$ cat config.mk
export PLATFORM = sky130hd
export DESIGN_NAME = led_sequencer
export DESIGN_NICKNAME = d
export VERILOG_FILES = /design/src/rtl/led_sequencer.sv
export SDC_FILE = /design/constraint.sdc
export NUM_CORES = 1
export LEC_CHECK = 0
export ABC_AREA = 1
export CORE_MARGIN = 1.5
export CORE_UTILIZATION = 40
export DETAILED_ROUTE_END_ITERATION = 8
export SLEW_MARGIN = 20
export SYNTH_ARGS = -nofsm -noshare
export SYNTH_HDL_FRONTEND = slang
export SYNTH_SLANG_ARGS = --single-unit
$ cat constraint.sdc
create_clock -name clk -period 6.6 [get_ports clk]
set_clock_uncertainty 0.1 [all_clocks]
set_input_delay 1.65 -clock clk [delete_from_list [all_inputs] [get_ports clk]]
set_output_delay 1.65 -clock clk [all_outputs]
set_load 0.1 [all_outputs]
$ cat src/rtl/led_sequencer.sv
// LED sequencer: drives NUM_LEDS outputs from a run-time programmable
// prescaler. Display modes are toggle-sequence, chase, bounce and
// all-blink. The prescaler can be paused, and while it is paused a
// single-step input advances the sequence.
//
// state (mode_q) | meaning
// TOGGLE_SEQ     | invert leds[pos] on each advance, pos wraps upward
// CHASE          | single lit LED moving upward with wrap
// BOUNCE         | single lit LED moving up then down, end LEDs lit once
// ALL_BLINK      | every LED inverts on each advance, pos stays 0
module led_sequencer #(
  parameter int NUM_LEDS  = 4,
  parameter int CNT_WIDTH = 32,
  parameter int POS_WIDTH = (NUM_LEDS > 1) ? $clog2(NUM_LEDS) : 1
) (
  input  logic                 clk,
  input  logic                 rst,
  input  logic                 en,
  input  logic                 step,
  input  logic [1:0]           mode,
  input  logic [CNT_WIDTH-1:0] limit,
  output logic [NUM_LEDS-1:0]  leds,
  output logic [POS_WIDTH-1:0] pos,
  output logic                 tick
);

  typedef enum logic [1:0] {
    TOGGLE_SEQ = 2'b00,
    CHASE      = 2'b01,
    BOUNCE     = 2'b10,
    ALL_BLINK  = 2'b11
  } mode_t;

  localparam logic [POS_WIDTH-1:0] POS_LAST = POS_WIDTH'(NUM_LEDS - 1);

  mode_t                mode_q;
  logic [CNT_WIDTH-1:0] count;
  logic [CNT_WIDTH-1:0] lim_eff;
  logic                 at_limit;
  logic                 adv;
  logic                 dir_down;
  logic [POS_WIDTH-1:0] pos_wrap;
  logic [POS_WIDTH-1:0] pos_bounce;
  logic                 dir_bounce;

  // Shifting a NUM_LEDS-wide one keeps the result inside the vector even
  // when pos is wider than needed for non-power-of-2 NUM_LEDS.
  function automatic logic [NUM_LEDS-1:0] onehot(input logic [POS_WIDTH-1:0] p);
    onehot = NUM_LEDS'(1) << p;
  endfunction

  // Prescaler terminal compare; >= lets a lowered limit fire immediately.
  always_comb begin
    lim_eff  = (limit == '0) ? CNT_WIDTH'(1) : limit;
    at_limit = (count >= lim_eff - CNT_WIDTH'(1));
    adv      = en ? at_limit : step;
  end

  // Next position for the wrapping modes and for the bouncing mode.
  always_comb begin
    pos_wrap   = (pos == POS_LAST) ? '0 : pos + POS_WIDTH'(1);
    pos_bounce = pos;
    dir_bounce = dir_down;
    if (NUM_LEDS == 1) begin
      pos_bounce = '0;
    end else if (!dir_down) begin
      if (pos == POS_LAST) begin
        dir_bounce = 1'b1;
        pos_bounce = pos - POS_WIDTH'(1);
      end else begin
        pos_bounce = pos + POS_WIDTH'(1);
      end
    end else begin
      if (pos == '0) begin
        dir_bounce = 1'b0;
        pos_bounce = pos + POS_WIDTH'(1);
      end else begin
        pos_bounce = pos - POS_WIDTH'(1);
      end
    end
  end

  // Sequencer state: reset, mode-change restart, then prescaled advance.
  always_ff @(posedge clk) begin
    if (rst) begin
      leds     <= '0;
      pos      <= '0;
      tick     <= 1'b0;
      count    <= '0;
      dir_down <= 1'b0;
      mode_q   <= mode_t'(mode);
    end else if (mode_t'(mode) != mode_q) begin
      leds     <= '0;
      pos      <= '0;
      tick     <= 1'b0;
      count    <= '0;
      dir_down <= 1'b0;
      mode_q   <= mode_t'(mode);
    end else begin
      tick <= adv;
      if (en) begin
        count <= at_limit ? '0 : count + CNT_WIDTH'(1);
      end
      if (adv) begin
        case (mode_q)
          TOGGLE_SEQ: begin
            leds <= leds ^ onehot(pos);
            pos  <= pos_wrap;
          end
          CHASE: begin
            leds <= onehot(pos_wrap);
            pos  <= pos_wrap;
          end
          BOUNCE: begin
            leds     <= onehot(pos_bounce);
            pos      <= pos_bounce;
            dir_down <= dir_bounce;
          end
          ALL_BLINK: begin
            leds <= ~leds;
          end
          default: begin
            leds <= leds;
          end
        endcase
      end
    end
  end

endmodule

==> impl_metrics.tcl <==
set metrics [dict create \
    viasPerCell 4.88 \
    clockBufferDepth 2 \
    synthCells 585 \
    grt_pass1_vias 3479 \
    finalWirelength_mm 9.84 \
    fin_crit_sh_pct 86.5 \
    clock-sinks 42 \
    clkTransAtPathRegs_ps 90 \
    grt.total_usage_pct 19.8 \
    postCtsSetupBuffers 0 \
    crit_path_end_kind "flop" \
    required_ps 6710 \
    synth.avg_cell_area_um2 6.74 \
    synth_top_area_cell "dfxtp_1" \
    r2r-end "count[7]$_SDFFE_PP0P_" \
    cts_tree "built" \
    rows 36 \
    grt_overflow 0 \
    ios 45 \
    postCtsResizedCells 0 \
    dieArea_mm2 0.0105 \
    start_kind "input port" \
    hp-class "flop to flop" \
    max_freq_ghz 0.175 \
    power.total_uw 541 \
    synthArstFlopShare_pct 0 \
    final.setup.tns_ps 0 \
    grt_pass1_wl_mm 16.1 \
    place_congestion 0.873 \
    rsz0062_at_grt "no" \
    status "complete, no violations" \
    critical_path_class "input port to flop" \
    hold_end "leds[0]$_SDFFE_PP0P_" \
    whs_path_depth 2 \
    postRouteAntennaNets 0 \
    setup_viol 0 \
    htree_levels 2 \
    synth.cell_area_mm2 0.00394 \
    firstDrtPassIters 4 \
    n_antenna_cell 0 \
    post-synth-top-count-cell "nand2_1" \
    reg2reg_depth 11 \
    core_mm2 0.00968 \
    cts_buffers 5 \
    synth_edf_count 2 \
    dp.cells 757 \
    synth_commonest_cells "116 x nand2_1, 91 x nor2_1, 78 x inv_1" \
    synth_seq_area_share_pct 21.8 \
    synthDominantCellAreaShare_pct 20.3 \
    synthFlopType "dfxtp_1" \
    powerDensity_mw_per_mm2 118 \
    areaGrowthSynthToFinish_pct 16.3 \
    ys_types 39 \
    maxSlewHeadroom_pct 35.5 \
    arrival_ps 5820 \
    cts_hold_buf 0 \
    path_max_fanout 29 \
    numPortBuffers 44 \
    fin_crit_ps 5710 \
    cts_root_buf "clkbuf_8" \
    remaining_drc_errors 0 \
    grt_max_degree 30 \
    worst_skew_pair.late_latency_ps 290 \
    hpwl_mm 8.34 \
    fp.dieH_um 102 \
    drtIter0Drc 125 \
    via_count 3733 \
    hold_viol 0 \
    dieWidth_um 102 \
    tightest_slew_ps 964 \
    max-cap-violations 0 \
    r2r_slack_ps 4170 \
    r2r-start "count[7]$_SDFFE_PP0P_" \
    antenna_found_initial 0 \
    ir_drop_uv 88.0 \
    leakagePower_uw 0.00188 \
    start_util_pct 40.7 \
    fin_cells 765 \
    synth_nets 666 \
    ys_ff_latch 42 \
    avgRoutedWirePerCell_um 12.9 \
    hold_start "leds[0]$_SDFFE_PP0P_" \
    drive_gt1_share_pct 8.07 \
    synthTopCellsByArea "dfxtp_1 20%, ha_1 14%, nand2_1 11%" \
    report.final.slew_viol_count 0 \
    synth_warnings 0 \
    layout.nets 712 \
]
-- logic make-up (layout without fill, tap and decap cells) --
group	count (synthesis)	count (layout)	synth area share (%)
buffers and inverters	85	132	8.76
XOR/XNOR	41	41	9.11
adder cells (fa/ha/maj)	43	43	13.6
AO/OA/AOI/OAI	52	52	7.74
flip-flops	42	42	21.8
AND/OR/NAND/NOR	322	322	38.9
-- state kept, by name (all words and copies together) (netlist names) --
register and cells:
count 32, mode_q 2, pos 2, tick 1, leds 4, dir_down 1
-- metrics by stage --
step                hold WS, ps  cell area (um2)  utilization [%]  setup WS (ps)
floorplan                   385             3940                -           1880
global placement            382             4500             46.5            680
detailed placement          394             4500             46.5            571
CTS                         406             4590             47.4            866
global route                418             4590             47.4            245
finish                      399             4590             47.4            890
-- how the worst max path moves through the flow --
stage	startpoint	to	cells after the start	slack [ps]
floorplan	limit[10]	count[19]$_SDFFE_PP0P_	27	1880
global placement	limit[10]	count[28]$_SDFFE_PP0P_	26	680
detailed placement	limit[10]	count[7]$_SDFFE_PP0P_	26	570
CTS	limit[10]	count[7]$_SDFFE_PP0P_	26	870
global route	limit[10]	count[28]$_SDFFE_PP0P_	26	240
finish	limit[10]	count[7]$_SDFFE_PP0P_	26	890
-- cell type report --
type	count	area (um2)
Clock inverter	2	8.76
Multi-Input combinational cell	458	2740
Timing Repair Buffer	44	440
Clock buffer	6	72.6
Fill cell	1048	5100
Tap cell	133	166
Inverter	80	300
Sequential cell	42	861
-- layer usage --
| metal | part of all wire [%] | up-vias | global-route usage [%] |
|---|---|---|---|
| li1 | - | 1985 | - |
| met1 | 47 | 1677 | 25.7 |
| met2 | 49 | 64 | 36.1 |
| met3 | 2.4 | 7 | 1.64 |
| met4 | 0.91 | 0 | 3.69 |
| met5 | 0 | - | 0 |
-- critical path, cell delays in order --
cell,delay [ps]
clkdlybuf4s50_1,520
nor2_1,80
nand2_1,90
inv_1,50
and3_1,160
nand4_1,120
nand2_1,110
inv_1,90
ha_1,180
nand2_1,110
nor3_2,170
nand3_1,170
nor2_1,240
nand3_1,170
nor2_1,160
xnor2_1,150
ha_1,260
nand2_1,70
nor2_1,50
nand2_1,80
inv_1,50
a21oi_2,180
nand2_1,90
nand2_1,80
nand2_2,400
nor3b_1,320
-- report_power, final --
part / internal (uW) / switching [uW]
clock network: 72.9 / 89.2
logic: 48.4 / 69.0
registers: 258 / 3.23
total: 380 / 161
-- layout by cell type (no fill, tap or decap), drive strengths merged, types with 2 or more instances in the layout --
master,instances
clkdlybuf4s50,44
nand3,34
inv,80
nor2,110
dfxtp,40
nor4,9
ha,43
nand4,13
clkbuf,6
nor3,24
clkinv,2
o21ai,14
xor2,22
nor3b,4
o21bai,4
a22oi,3
edfxtp,2
nand2,124
or2,2
a21oi,23
a21o,4
xnor2,19
Power figures use the tool's default switching activity.
